<file path="src/rtl/alu_issue_ctrl.sv">
// Issues one ARM data-processing op through the shared ALU, gates it on the condition field, owns NZCV.
// Latency: accept -> wb_valid two cycles later; the write-back beat holds until wb_ready, in_ready is low while busy.
module alu_issue_ctrl #(
  parameter int DATA_W = 32
) (
  input  logic              clk,
  input  logic              rst,
  input  logic              in_valid,
  output logic              in_ready,
  input  logic [3:0]        in_opcode,
  input  logic [3:0]        in_cond,
  input  logic              in_s,
  input  logic [3:0]        in_rd,
  input  logic [DATA_W-1:0] in_a,
  input  logic [DATA_W-1:0] in_b,
  input  logic              in_shc,
  output logic [3:0]        alu_op,
  output logic [DATA_W-1:0] alu_a,
  output logic [DATA_W-1:0] alu_b,
  output logic              alu_cin,
  input  logic [DATA_W-1:0] alu_res,
  input  logic [3:0]        alu_nzcv,
  output logic              wb_valid,
  input  logic              wb_ready,
  output logic              wb_we,
  output logic [3:0]        wb_rd,
  output logic [DATA_W-1:0] wb_data,
  output logic [3:0]        flags
);

  typedef enum logic [1:0] {
    IDLE = 2'd0,
    EXEC = 2'd1,
    RESP = 2'd2
  } state_t;

  typedef struct packed {
    logic [3:0]        opcode;
    logic [3:0]        cond;
    logic              s;
    logic [3:0]        rd;
    logic [DATA_W-1:0] a;
    logic [DATA_W-1:0] b;
    logic              shc;
  } hold_t;

  state_t state;
  hold_t  hold;
  logic   cin_q;
  logic   cond_pass;
  logic   is_cmp;
  logic   is_arith;
  logic   flag_upd;

  function automatic logic eval_cond(input logic [3:0] c, input logic [3:0] f);
    logic n, z, cf, v;
    n  = f[3];
    z  = f[2];
    cf = f[1];
    v  = f[0];
    case (c)
      4'h0:    return z;
      4'h1:    return !z;
      4'h2:    return cf;
      4'h3:    return !cf;
      4'h4:    return n;
      4'h5:    return !n;
      4'h6:    return v;
      4'h7:    return !v;
      4'h8:    return cf && !z;
      4'h9:    return !cf || z;
      4'hA:    return n == v;
      4'hB:    return n != v;
      4'hC:    return !z && (n == v);
      4'hD:    return z || (n != v);
      4'hE:    return 1'b1;
      default: return 1'b0;
    endcase
  endfunction

  always_comb begin
    cond_pass = eval_cond(hold.cond, flags);
    is_cmp    = (hold.opcode[3:2] == 2'b10);
    is_arith  = hold.opcode inside {[4'd2:4'd7], 4'd10, 4'd11};
    flag_upd  = cond_pass && (hold.s || is_cmp);
  end

  assign in_ready = (state == IDLE);
  assign alu_op   = hold.opcode;
  assign alu_a    = hold.a;
  assign alu_b    = hold.b;
  // Outside EXEC the carry presented to the ALU must not follow a flag update made by that same op.
  assign alu_cin  = (state == EXEC) ? flags[1] : cin_q;

  always_ff @(posedge clk) begin
    if (rst) begin
      state    <= IDLE;
      hold     <= '0;
      cin_q    <= 1'b0;
      flags    <= 4'b0000;
      wb_valid <= 1'b0;
      wb_we    <= 1'b0;
      wb_rd    <= 4'd0;
      wb_data  <= '0;
    end else begin
      case (state)
        IDLE: begin
          if (in_valid) begin
            hold <= '{opcode: in_opcode, cond: in_cond, s: in_s, rd: in_rd,
                      a: in_a, b: in_b, shc: in_shc};
            state <= EXEC;
          end
        end
        EXEC: begin
          cin_q    <= flags[1];
          wb_rd    <= hold.rd;
          wb_valid <= 1'b1;
          state    <= RESP;
          if (cond_pass) begin
            wb_data <= alu_res;
            wb_we   <= !is_cmp;
          end else begin
            wb_we   <= 1'b0;
          end
          if (flag_upd) begin
            if (is_arith) flags <= alu_nzcv;
            else          flags <= {alu_nzcv[3:2], hold.shc, flags[0]};
          end
        end
        RESP: begin
          if (wb_ready) begin
            wb_valid <= 1'b0;
            state    <= IDLE;
          end
        end
        default: state <= IDLE;
      endcase
    end
  end

endmodule
</file>
<file path="config.mk">
export PLATFORM = sky130hd
export DESIGN_NAME = alu_issue_ctrl
export DESIGN_NICKNAME = d
export VERILOG_FILES = /design/src/rtl/alu_issue_ctrl.sv
export SDC_FILE = /design/constraint.sdc
export NUM_CORES = 1
export LEC_CHECK = 0
export ABC_AREA = 1
export BUFFER_PORTS_ARGS = -buffer_cell sky130_fd_sc_hd__buf_2
export CORE_MARGIN = 8
export CORE_UTILIZATION = 48
export CTS_BUF_LIST = sky130_fd_sc_hd__clkbuf_2
export DETAILED_ROUTE_END_ITERATION = 12
export PLACE_DENSITY = 0.87
export SYNTH_ARGS = -nofsm -noshare
export SYNTH_HDL_FRONTEND = slang
export SYNTH_SLANG_ARGS = --single-unit
</file>
<file path="constraint.sdc">
create_clock -name clk -period 2 [get_ports clk]
set_input_delay 0.3 -clock clk [delete_from_list [all_inputs] [get_ports clk]]
set_output_delay 0.3 -clock clk [all_outputs]
set_load 0.01 [all_outputs]
</file>
==> qor.csv <==
metric,value,unit
status,"complete, no violations",
Clock Latency Late Sink,640,ps
largest family of logic cells by synthesized area,simple AND/OR/NAND/NOR gates,
internal power,0.004012,W
synth warn,0,
cells after synthesis,667,
DRC,0,
crit end category,output pin,
register bit count reported by yosys,123,
fin nets,1057,
CTS tree,yes,
num ports,230,
Logic pwr share,0.202,
chip width,118.1,um
DR iter-0 viols,396,
worst reg2reg endpoint,wb_data[31],
CP Launch Type,flip-flop,
Post-Synth Adder-Cell Area,0,
worst hold slack,65.61,ps
Syn Std Cell Area,0.005001,mm2
sw frac,0.2930,
Sum Neg Setup Slack,0,ps
"Seq/Total Area, Yosys",0.4924,
Multi-input gate area,0.001778,mm2
worst hold-check path type,input port to flip-flop,
Synth Area in Compound Gates,0.1293,
placed inst area,0.005749,mm2
Clock transition at path regs,160,ps
proportion of synthesized area in mux cells,0.002252,
Final Cell Area,0.007232,mm2
"most common cell after layout, fill and taps aside",nor2_1,
CORE AREA,0.01023,mm2
DPL Wire Length,10040,um
count of cell types in the netlist,22,
FMAX,525.8,MHz
Cell Pwr Density,784.7,mW/mm2
Max Cap Viol,0,
Rel. slew slack,0.6292,
Die Height,118.1,um
clk buf depth,2,
internal reg-to-reg setup slack,260,ps
reg2reg start,flags[3],
Seq. cell area,0.002465,mm2
Seq pwr share,0.486,
Layout area overhead,44.61,%
HP Start,alu_nzcv[2],
via count,5322,
leak pwr,3.558,nW
XOR/XNOR Fraction of Synth Area,0,
initial core utilization,0.4888,
Crit Path Category,flip-flop to output pin,
CP Max Fanout,4,
Post-Route WL,17540,um
Congestion Overflow GR,0,
root buf cell,clkbuf_2,
Final Max Slew Viols,0,
layout cells sized above 1,0.2973,
clock sink total,123,
Rows,37,
setup violators final,0,
die area,0.01394,mm2
Vias/cell,4.851,
WHS Path Cells,5,
Clk network pwr share,0.312,
Post-Syn Nets,785,
largest net degree at the start of global routing,66,
Filler cells,780,
worst path arrival time,1600,ps
vias in the first global route,5531,
Slew @ Worst Pin,556.2,ps
maximum vdd drop,0.0004550,V
Final min period,1902,ps
H-tree depth,4,
most frequent cells in the layout,"nor2_1, buf_2, dfxtp_1, dlygate4sd3_1, o21ai_0",
Net Switching,0.001663,W
total track usage,0.2438,
Hold EP,flags[2],
Hold Fails Final Rpt,0,
CTS Buf Count,17,
port bufs,229,
first-pass GRT wire length,27360,um
Detailed Routing Iterations Pass 1,6,
synthesized area per cell,7.498,um2
RD Place Congestion,0.8940,
"Req. time, crit path",1700,ps
Worst Reg-to-Reg Cells,11,
fin crit share,0.9510,
clock skew,37.91,ps
WL per Instance,15.99,um
initial antenna violation count,9,
Routed Antenna Nets,0,
simple-gate share of the synthesized area,0.2219,
## synthesized netlist by cell type, drive strengths merged
| cell | count | area share |
|---|---|---|
| a21oi | 9 | 0.0090 |
| mux2 | 1 | 0.0023 |
| clkbuf | 27 | 0.020 |
| inv | 25 | 0.019 |
| o21ai | 117 | 0.12 |
| nand4 | 1 | 0.0013 |
| nand3 | 14 | 0.015 |
| nand3b | 1 | 0.0015 |
| a311oi | 1 | 0.0018 |
| clkinv | 1 | 0.00075 |
| dfxtp | 123 | 0.49 |
| nor2 | 232 | 0.17 |
| buf | 76 | 0.11 |
| nand2 | 38 | 0.030 |
| a21boi | 1 | 0.0015 |
## cell families (layout without fill, tap and decap cells)
family / count (synthesis) / after routing
AO/OA/AOI/OAI: 128 / 128
buffers and inverters: 129 / 414
flip-flops: 123 / 123
multiplexers: 1 / 1
other: 0 / 9
AND/OR/NAND/NOR: 286 / 286
## stage by stage
stage	cells	setup slack, ps	utilization	total power, W
detailed placement	939	239.8	0.5619	0.003722
finish	1097	98.06	0.7069	0.005675
floorplan	667	564.5	-	0.003465
global route	1097	-23.31	0.7069	0.005946
global placement	939	318.8	0.5619	0.003693
CTS	1087	15.32	0.7028	0.005653
## area by class of cell
cell class	count	area share
Clock buffer	20	0.01384
Timing Repair Buffer	356	0.3344
Clock inverter	12	0.02388
Tap cell	136	0.02353
Sequential cell	123	0.3408
Inverter	26	0.01453
Multi-Input combinational cell	415	0.2458
Antenna cell	9	0.003114
## sequential cells by signal, indices dropped and copies added (netlist names)
register / cells
wb_rd: 4
wb_data: 32
alu_op: 4
alu_b: 32
hold: 10
flags: 4
state: 2
wb_valid: 1
alu_a: 32
wb_we: 1
cin_q: 1
## power groups by stage
stage / Combinational (W) / Clock, W / Sequential [W]
5_1_grt: 0.00125 / 0.00191 / 0.00278
4_1_cts: 0.00110 / 0.00180 / 0.00275
6_report: 0.00115 / 0.00177 / 0.00276
3_3_place_gp: 0.000904 / 0 / 0.00279
2_1_floorplan: 0.000657 / 0 / 0.00281
3_5_place_dp: 0.000921 / 0 / 0.00280
## worst max path at each step
stage,startpoint,to,cells past startpoint
finish,state[0],alu_cin,6
global route,state[0],alu_cin,6
CTS,state[0],alu_cin,6
detailed placement,hold[73],flags[1],14
global placement,hold[70],wb_data[28],11
floorplan,flags[0],wb_data[13],12
## critical path: stages (launching register included)
cell and delay (ps):
dfxtp_1 360, inv_1 90, nor2_4 150, nand2_1 60, o21ai_1 110, inv_1 70, buf_2 140
## metal layers
layer / vias up / routed length [um] / track usage
li1: 2598 / - / -
met1: 2375 / 6129 / 0.2269
met2: 264 / 9181 / 0.4384
met3: 85 / 1271 / 0.08345
met4: 0 / 958 / 0.1729
met5: - / 0 / 0
## repair_timing
action / CTS / global route
resized for setup: 2 / 6
endpoints found under the setup margin: 1 / 13
endpoints found under the hold margin: 117 / 0
pin swaps: 0 / 1
hold buffers: 116 / 0
setup buffers: 0 / 1
No activity file was read; power rests on OpenSTA's default activity.
